==> src/rtl/bk_sector_seq.sv <==
// Backup-RAM / save-state sequencer: streams one slot of NVRAM to or from the
// mounted save image one SD sector at a time over the hps_io handshake.
module bk_sector_seq #(
  parameter int SECTOR_BITS = 6,
  parameter int SLOT_BITS   = 2,
  parameter int ACK_TIMEOUT = 1 << 24,
  parameter bit AUTOSAVE    = 1'b1
) (
  input  logic                   clk_sys,
  input  logic                   RESET_n,
  input  logic                   bk_ena,
  input  logic                   load_req,
  input  logic                   save_req,
  input  logic                   autosave_req,
  input  logic [SLOT_BITS-1:0]   slot,
  input  logic                   dirty_set,
  output logic [31:0]            sd_lba,
  output logic                   sd_rd,
  output logic                   sd_wr,
  input  logic                   sd_ack,
  output logic [SECTOR_BITS-1:0] sector_idx,
  output logic                   busy,
  output logic                   loading,
  output logic                   done,
  output logic                   err,
  output logic                   dirty
);

  localparam int CNT_W = (ACK_TIMEOUT > 1) ? $clog2(ACK_TIMEOUT) : 1;
  localparam logic [CNT_W-1:0] CNT_LAST = CNT_W'(ACK_TIMEOUT - 1);

  typedef enum logic [1:0] {
    S_IDLE,
    S_REQ,
    S_XFER
  } state_e;

  state_e                 state_q;
  logic                   load_prev_q;
  logic                   save_prev_q;
  logic                   ack_q;
  logic                   op_load_q;
  logic [SLOT_BITS-1:0]   slot_q;
  logic [SECTOR_BITS-1:0] sector_q;
  logic [CNT_W-1:0]       cnt_q;
  logic                   rd_q;
  logic                   wr_q;
  logic                   done_q;
  logic                   err_q;
  logic                   dirty_q;

  logic load_lvl_d;
  logic save_lvl_d;
  logic load_edge_d;
  logic save_edge_d;
  logic auto_start_d;
  logic ack_rise_d;
  logic ack_fall_d;

  assign load_lvl_d   = load_req & bk_ena;
  assign save_lvl_d   = save_req & bk_ena;
  assign load_edge_d  = load_lvl_d & ~load_prev_q;
  assign save_edge_d  = save_lvl_d & ~save_prev_q;
  assign auto_start_d = AUTOSAVE && autosave_req && dirty_q && bk_ena;
  assign ack_rise_d   = sd_ack & ~ack_q;
  assign ack_fall_d   = ~sd_ack & ack_q;

  // NOTE: every register below is updated with <= so all next-state terms see
  // the pre-edge values; a blocking = here would create order-dependent logic.
  always_ff @(posedge clk_sys or negedge RESET_n) begin
    if (!RESET_n) begin
      state_q     <= S_IDLE;
      load_prev_q <= 1'b0;
      save_prev_q <= 1'b0;
      ack_q       <= 1'b0;
      op_load_q   <= 1'b0;
      slot_q      <= '0;
      sector_q    <= '0;
      cnt_q       <= '0;
      rd_q        <= 1'b0;
      wr_q        <= 1'b0;
      done_q      <= 1'b0;
      err_q       <= 1'b0;
      dirty_q     <= 1'b0;
    end else begin
      load_prev_q <= load_lvl_d;
      save_prev_q <= save_lvl_d;
      ack_q       <= sd_ack;
      done_q      <= 1'b0;
      if (dirty_set) dirty_q <= 1'b1;

      unique case (state_q)
        S_IDLE: begin
          if (load_edge_d || save_edge_d || auto_start_d) begin
            state_q   <= S_REQ;
            op_load_q <= load_edge_d;
            slot_q    <= slot;
            sector_q  <= '0;
            cnt_q     <= '0;
            err_q     <= 1'b0;
            rd_q      <= load_edge_d;
            wr_q      <= ~load_edge_d;
            // A save snapshots the region, so a concurrent write keeps it dirty.
            if (!load_edge_d) dirty_q <= dirty_set;
          end
        end

        S_REQ: begin
          if (ack_rise_d) begin
            rd_q    <= 1'b0;
            wr_q    <= 1'b0;
            cnt_q   <= '0;
            state_q <= S_XFER;
          end else if (cnt_q == CNT_LAST) begin
            rd_q    <= 1'b0;
            wr_q    <= 1'b0;
            err_q   <= 1'b1;
            state_q <= S_IDLE;
            if (!op_load_q) dirty_q <= 1'b1;
          end else begin
            cnt_q <= cnt_q + CNT_W'(1);
          end
        end

        S_XFER: begin
          if (ack_fall_d) begin
            if (&sector_q) begin
              state_q <= S_IDLE;
              done_q  <= 1'b1;
              if (op_load_q) dirty_q <= dirty_set;
            end else begin
              sector_q <= sector_q + SECTOR_BITS'(1);
              cnt_q    <= '0;
              rd_q     <= op_load_q;
              wr_q     <= ~op_load_q;
              state_q  <= S_REQ;
            end
          end
        end

        default: state_q <= S_IDLE;
      endcase
    end
  end

  assign sd_lba     = 32'({slot_q, sector_q});
  assign sd_rd      = rd_q;
  assign sd_wr      = wr_q;
  assign sector_idx = sector_q;
  assign busy       = (state_q != S_IDLE);
  assign loading    = busy && op_load_q;
  assign done       = done_q;
  assign err        = err_q;
  assign dirty      = dirty_q;

endmodule
==> config.mk <==
export PLATFORM = sky130hd
export DESIGN_NAME = bk_sector_seq
export DESIGN_NICKNAME = d
export VERILOG_FILES = /design/src/rtl/bk_sector_seq.sv
export SDC_FILE = /design/constraint.sdc
export NUM_CORES = 1
export LEC_CHECK = 0
export BUFFER_PORTS_ARGS = -buffer_cell sky130_fd_sc_hd__buf_4
export CORE_AREA = 3 3 101 103
export CTS_CLUSTER_SIZE = 28
export DETAILED_ROUTE_END_ITERATION = 10
export DIE_AREA = 0 0 104 106
export GPL_ROUTABILITY_DRIVEN = 0
export PLACE_DENSITY = 0.58
export SYNTH_ARGS = -nofsm -noshare
export SYNTH_HDL_FRONTEND = slang
export SYNTH_SLANG_ARGS = --single-unit
export TNS_END_PERCENT = 30
==> constraint.sdc <==
create_clock -name clk_sys -period 3.5 [get_ports clk_sys]
set_input_delay 0.7 -clock clk_sys [delete_from_list [all_inputs] [get_ports clk_sys]]
set_output_delay 0.7 -clock clk_sys [all_outputs]
set_load 0.005 [all_outputs]
Yosys cells after proc, flatten, opt, wreduce, memory -nomap -nowiden
Cells that the tools add are included.
W data, S select, Z words.
{"block": "totals", "word_cells": 97, "out_inout_bits": 45, "reg_bits": 43}
{"block": "classes", "n_eq_ne": 10, "mux": 43, "n_bitwise": 12, "addsub": 2, "n_reduce_logical": 17}
{"cell": "$mux W24", "n": 5}
{"cell": "$pmux W24 S3", "n": 1}
{"cell": "$add A24 B1 Y24 const B", "n": 1}
{"cell": "$eq A24 B24 Y1 const B", "n": 1}
{"cell": "$mux W1", "n": 24}
{"cell": "$mux W6", "n": 3}
{"cell": "$pmux W6 S2", "n": 1}
{"cell": "$ne A2 B2 Y1 const B", "n": 5}
{"cell": "$reduce_and A5 Y1", "n": 2}
{"cell": "$pmux W1 S3", "n": 3}
{"cell": "$mux W2", "n": 4}
{"cell": "$reduce_and A4 Y1", "n": 2}
{"cell": "$add A6 B1 Y6 const B", "n": 1}
{"cell": "$and A1 B1 Y1", "n": 6}
{"cell": "$ne A3 B3 Y1 const B", "n": 2}
{"cell": "$not A1 Y1", "n": 6}
{"cell": "$pmux W2 S3", "n": 1}
{"cell": "$reduce_and A6 Y1", "n": 1}
{"cell": "$reduce_bool A2 Y1", "n": 3}
{"cell": "$logic_and A1 B1 Y1", "n": 3}
{"cell": "$reduce_and A3 Y1", "n": 1}
{"cell": "$reduce_bool A3 Y1", "n": 1}
{"cell": "$eq A2 B1 Y1 const B", "n": 1}
{"cell": "$eq A2 B2 Y1 const B", "n": 1}
{"cell": "4 further kinds", "n": 5}

Longest topological paths before layout
Gate-level depths: netlist (run 1).
{"block": "logic_depth", "word_depth": 6, "ltp_mapped": 10, "depth_no_buf": 7}

Least setup slack after synthesis (run 1)
Ideal clock, no wire load.
{"block": "synth_path", "path_kind": "in2reg", "start": "input sd_ack", "end": "register cnt_q[21]", "stages": 6, "arrival_ns": 2.257, "path_buffers": 1, "setup_slack_ns": 1.166, "path_cell_list": "nand2b_1 -> a2bb2oi_1 -> nand3_1 -> buf_6 -> or4_1 -> a21oi_1"}
{"block": "synth_via", "elab_chain_len": 4, "word_cells_on_any_way": 8}
{"element": "start: declaration", "line": "20", "text": "input logic sd_ack,"}
{"element": "$not A1 Y1", "line": "66", "text": "assign ack_fall_d = ~sd_ack & ack_q;"}
{"element": "$and A1 B1 Y1", "line": "66"}
{"element": "$ne A2 B2 Y1 (no line)"}
{"element": "$reduce_and A5 Y1 (no line)"}
{"element": "end signal: assignment", "line": "121", "text": "cnt_q <= cnt_q + CNT_W'(1);"}
{"element": "end: declaration", "line": "45", "text": "logic [CNT_W-1:0] cnt_q;"}
Several ways; a longest one is shown, not always the timed one.
A chain may end at the register's enable or synchronous reset.

Worst setup path after layout (run 1)
{"block": "layout_path", "start": "register state_q[0]", "end": "register cnt_q[21]"}
{"block": "layout_via", "elab_chain_len": 3, "word_cells_on_any_way": 10}
{"element": "start: declaration", "line": "38", "text": "state_e state_q;"}
{"element": "start signal: assignment", "line": "72", "text": "state_q <= S_IDLE;"}
{"element": "start signal: assignment", "line": "95", "text": "state_q <= S_REQ;"}
{"element": "start signal: assignment", "line": "113", "text": "state_q <= S_XFER;"}
{"element": "$eq A2 B1 Y1 (tied with other cells)", "line": "92", "text": "unique case (state_q)"}
{"element": "$ne A3 B3 Y1 (no line) (tied with other cells)"}
{"element": "$reduce_and A5 Y1 (no line)"}
Several ways; a longest one is shown, not always the timed one.

==> impl_metrics.toml, run 1 <==
[hold_path]
hp-class = "input pin to async pin"

[routing]
first_iter_violations = 148
routed_via_density = 5.125
vias = 2373
drc = 0
wl_per_cell_um = 13.99
dr.pass1.iters = 4
ant_nets = 0
routed_wl_um = 6476

[die]
die_area_um2 = 11020
start_util_pct = 29.93
fp.dieW_um = 104
pin_count = 55
row_count = 35
core_area_um2 = 9284
die_y_um = 106

[synth]
synth_compound_area_share_pct = 18.14
synthAdderAreaFrac_pct = 2.701
ys_seq_area_share_pct = 38.72
ys_async_sr_fraction_pct = 100.0
syn_inst = 308
synth_cell_types = 53
synth_xor_area_share_pct = 0
synth_top_family_by_area = "simple AND/OR/NAND/NOR gates"
synth-simple-area-share_pct = 26.02
yosys_warnings = 0
synth-seq-cells = 43
synth_edf_count = 0
synth_area_um2 = 2779
synthFlopType = "dfrtp_1"
avgSynthCellArea_um2 = 9.022
muxShareOfSynthArea_pct = 2.747

[clock_network]
clk_latency_ps = 290
cts_tree = "built"
cts_resized = 0
clk_path_buf_depth = 2
cts_buffers = 5
root_buffer = "clkbuf_8"
post_cts_buffers = 0
cts_hold_buf = 0
cts.sinks = 43
clkTransAtPathRegs_ps = 90
ctsHtreeMaxLevel = 2

[power]
p_per_area_nw_per_um2 = 583.8
p_total_uw = 1810
ir_worst_vdd_uv = 242.4
p_leak_uw = 0.001342

[timing]
layout_min_cycle_time_ps = 2814
final.setup.tns_ps = 0
relSlewSlack_pct = 59.20
rsz0062_at_grt = "false"
setup_viol = 0
hold_viol = 0
slew_viol_final = 0
fmax_ghz = 0.3554
finalClockSkew_ps = 7.324
period_share_pct = 80.40
worstMarginPinSlew_ps = 606.8

[placed_design]
port_buffers = 30
hpwlAfterDp_um = 4721

[global_route]
overflow = 0
antenna_found_initial = 0
grt_pass1_vias = 2161
grtUsageTotal_pct = 11.58
grt_max_degree = 44
grt_pass1_wl_um = 10780

[worst_setup_path]
critPathArrivalTime_ps = 3030
cp-start-kind = "flop"
path_max_fanout = 14
endpoint_kind = "flop"
slowest_delay_ps = 480
cp_cell_sequence = "inv_1 -> ha_1 -> nor3_1 -> a41oi_1 -> nand3_1 -> buf_4 -> or4_1 -> a21oi_1"
cp_data_required_time_ps = 3720
cpMaxStageDelayCell = "ha_1"
worstSetupPathType = "flop to flop"

[finish]
drive_gt1_share_pct = 18.26
multi_input_area_um2 = 1474
seq_area_um2 = 1076
n_antenna_cell = 0
syn_to_final_growth_pct = 11.57
finalNetCount = 349
nFillCells = 1009

[job]
maxCapViolations = 0

[outcome]
status = "finished, final reports clean"
Yosys cell counts, types with 6 or more instances:
master | n | area (um^2)
and3_1 | 12 | 75.07
nor3_1 | 7 | 35.03
clkbuf_1 | 6 | 22.52
ha_1 | 6 | 75.07
nand4_1 | 11 | 68.82
o21ai_0 | 15 | 75.07
o31ai_1 | 18 | 135.1
or4_1 | 8 | 60.06
nand3_1 | 19 | 95.09
a21oi_1 | 20 | 100.1
buf_4 | 32 | 240.2
nand2_1 | 18 | 67.56
dfrtp_1 | 43 | 1076
nor2_1 | 16 | 60.06
inv_1 | 7 | 26.28
logic make-up (layout without fill, tap and decap cells):
group / after synthesis / after routing
AO/OA/AOI/OAI: 76 / 76
other: 1 / 24
AND/OR/NAND/NOR: 126 / 126
flip-flops: 43 / 43
buffers and inverters: 49 / 52
multiplexers: 7 / 7
adder cells (fa/ha/maj): 6 / 6
final timing paths:
kind	start	end	slack (ps)	cells past startpoint
min in group clk_sys	slot_q[0]	slot_q[0]	520	1
min	RESET_n	ack_q	380	1
max in group asynchronous	RESET_n	cnt_q[12]	2730	1
max reg2reg	state_q[0]	cnt_q[21]	690	8
max	state_q[0]	cnt_q[21]	690	8
min reg2reg	slot_q[0]	slot_q[0]	520	1
cells in the final DEF, fill, tap and decap left out, types with 12 or more instances in the layout:
| cell type | instances |
|---|---|
| o31ai_1 | 18 |
| nand2_1 | 18 |
| o21ai_0 | 15 |
| nand3_1 | 19 |
| dfrtp_1 | 43 |
| nor2_1 | 16 |
| a21oi_1 | 20 |
| and3_1 | 12 |
| conb_1 | 24 |
| buf_4 | 37 |
worst max-delay path: cells and delay by family, from the launching register on:
| kind | cells | cell delay (ps) |
|---|---|---|
| adders and majority gates | 1 | 480 |
| and+or+nand+nor | 3 | 1000 |
| DFF | 1 | 420 |
| buffers and inverters | 2 | 410 |
| AOI/OAI and AO/OA | 2 | 430 |
state kept, by name, summed over array words and instances, names as in the netlist:
| signal | flops |
|---|---|
| sector_idx | 6 |
| slot_q | 2 |
| sd_rd | 1 |
| done | 1 |
| state_q | 2 |
| cnt_q | 24 |
| err | 1 |
| op_load_q | 1 |
| dirty | 1 |
| sd_wr | 1 |
| ack_q | 1 |
| load_prev_q | 1 |
| save_prev_q | 1 |
through the flow:
| step | instances | worst slack [ps] | hold WS [ps] | instance area, um^2 | util (%) |
|---|---|---|---|---|---|
| after CTS | 463 | 711.0 | 411.9 | 3100 | 33.40 |
| after global placement | 455 | 709.3 | 488.9 | 3015 | 32.48 |
| final | 463 | 685.9 | 379.9 | 3100 | 33.40 |
| after global routing | 463 | 410.5 | 426.7 | 3100 | 33.40 |
| after floorplan | 331 | 1166 | 404.4 | 2865 | - |
| after detailed placement | 455 | 665.3 | 499.3 | 3015 | 32.48 |
routing by layer:
metal / share of wire [%] / wire length, um / track usage [%] / vias up
met1: 48 / 3077 / 16.01 / 1148
met2: 48 / 3085 / 18.90 / 64
met4: 1.2 / 76 / 3.324 / 0
li1: - / - / - / 1156
met5: 0 / 0 / 0 / -
met3: 3.7 / 237 / 1.639 / 5
area by class of cell:
cell class                 instances  share of cell area (%)
tap                              129                   5.206
multi-input combinational        239                   47.54
inverter                           7                  0.8475
timing repair buffer              37                   8.959
clock buffer                       6                   2.341
sequential                        43                   34.71
clock inverter                     2                  0.4036
where the power goes:
part / internal [uW] / switching (uW) / leakage, uW
registers: 559 / 56.7 / 0.000581
clock network: 140 / 178 / 0.0000412
logic: 331 / 545 / 0.000720
Note: power is estimated with default switching activity, not from simulation.
==> run 2, diff against run 1 <==
Clock period 3.5 ns to 2.95 ns, I/O delays scaled along.
==> impl_metrics.toml, run 2 (synthesis results as in run 1) <==
[outcome]
status = "finished, final reports clean"

[global_route]
grt_pass1_vias = 2149
grtUsageTotal_pct = 11.51
overflow = 0
grt_max_degree = 44
grt_pass1_wl_um = 10710
antenna_found_initial = 0

[worst_setup_path]
endpoint_kind = "flop"
cp_top_family = "compound AO/OA/AOI/OAI gates"
cp_cell_sequence = "inv_1 -> ha_1 -> a2bb2oi_1 -> nand3_1 -> buf_4 -> or4_1 -> a21oi_1"
path_max_fanout = 33
worstSetupPathType = "flop to flop"
cp-start-kind = "flop"
critPathArrivalTime_ps = 2760
slowest_delay_ps = 550
worst-path-buf-inv = 2
cpMaxStageDelayCell = "a2bb2oi_1"
cp_data_required_time_ps = 3170

[timing]
finalClockSkew_ps = 8.194
hold_viol = 0
fmax_ghz = 0.3944
setup_viol = 0
layout_min_cycle_time_ps = 2535
relSlewSlack_pct = 58.08
whs_ps = 271.3
rsz0062_at_grt = "false"
final.setup.tns_ps = 0
worstMarginPinSlew_ps = 626.4
timing.final.ws_setup_ps = 414.5
slew_viol_final = 0
period_share_pct = 85.95

[routing]
drc = 0
ant_nets = 0
first_iter_violations = 118
vias = 2364
dr.pass1.iters = 4
routed_wl_um = 6566
wl_per_cell_um = 14.18
routed_via_density = 5.106

[placed_design]
port_buffers = 30
hpwlAfterDp_um = 4719
place_ws_ps = 363.4

[finish]
layout_commonest_cell = "dfrtp_1"
regMostFlops = "cnt_q"
finalNetCount = 349
n_antenna_cell = 0
syn_to_final_growth_pct = 13.28
fin_util_pct = 33.91
nFillCells = 972
largest_reg_flops = 24
drive_gt1_share_pct = 18.26
layout_common_cells = "dfrtp_1 (43), buf_4 (37), conb_1 (24)"

[die]
die_y_um = 106
core_area_um2 = 9284
fp.dieW_um = 104
row_count = 35
pin_count = 55
start_util_pct = 29.93
die_area_um2 = 11020

[clock_network]
clk_latency_ps = 300
cts_buffers = 5
post_cts_buffers = 0
clkTransAtPathRegs_ps = 90
cts.sinks = 43
cts_resized = 0
ctsHtreeMaxLevel = 2
clk_path_buf_depth = 2
cts_hold_buf = 0
cts_tree = "built"
root_buffer = "clkbuf_8"

[power]
p_leak_uw = 0.001367
ir_worst_vdd_uv = 259.7
p_per_area_nw_per_um2 = 731.7

[job]
maxCapViolations = 0

[hold_path]
hp-class = "input pin to async pin"
run 2: changes by cell type in the layout (fill, tap and decap cells not counted):
cell        delta
clkinv_2       -1
bufinv_16      +2
clkinvlp_4     -1
run 2: where the power goes:
| part | total, uW | internal [uW] | switching [uW] |
|---|---|---|---|
| Combinational | 1020 | 373 | 649 |
| Sequential | 730 | 663 | 66.5 |
| Clock | 551 | 339 | 213 |
run 2: routing by layer:
metal  global-route usage [%]  vias to the layer above  share of wire (%)
li1                         -                     1159                  -
met1                    15.84                     1139                 48
met2                    18.90                       59                 47
met3                    1.943                        7                3.9
met4                    2.754                        0                1.1
met5                        0                        -                  0
run 2: final timing paths:
kind,startpoint,endpoint,slack [ps],cells past startpoint
max,state_q[0],cnt_q[11],410,7
min,RESET_n,sector_idx[5],270,1
max reg2reg,state_q[0],cnt_q[11],410,7
min reg2reg,slot_q[1],slot_q[1],510,1
max in group asynchronous,RESET_n,cnt_q[10],2290,1
min in group clk_sys,sd_ack,ack_q,400,1
run 2: area by class of cell:
| class | instances | area, um^2 | area share (%) |
|---|---|---|---|
| Inverter | 7 | 26.28 | 0.8347 |
| Sequential cell | 43 | 1076 | 34.18 |
| Tap cell | 129 | 161.4 | 5.127 |
| Clock inverter | 2 | 60.06 | 1.908 |
| Clock buffer | 6 | 72.57 | 2.305 |
| Multi-Input combinational cell | 239 | 1474 | 46.82 |
| Timing Repair Buffer | 37 | 277.8 | 8.824 |
run 2: metrics by stage:
step                      power [uW]  instances  area (um^2)
after floorplan                 1495        331         2865
after global placement          1743        455         3015
after detailed placement        1761        455         3015
after CTS                       2322        463         3148
after global routing            2461        463         3148
final                           2303        463         3148
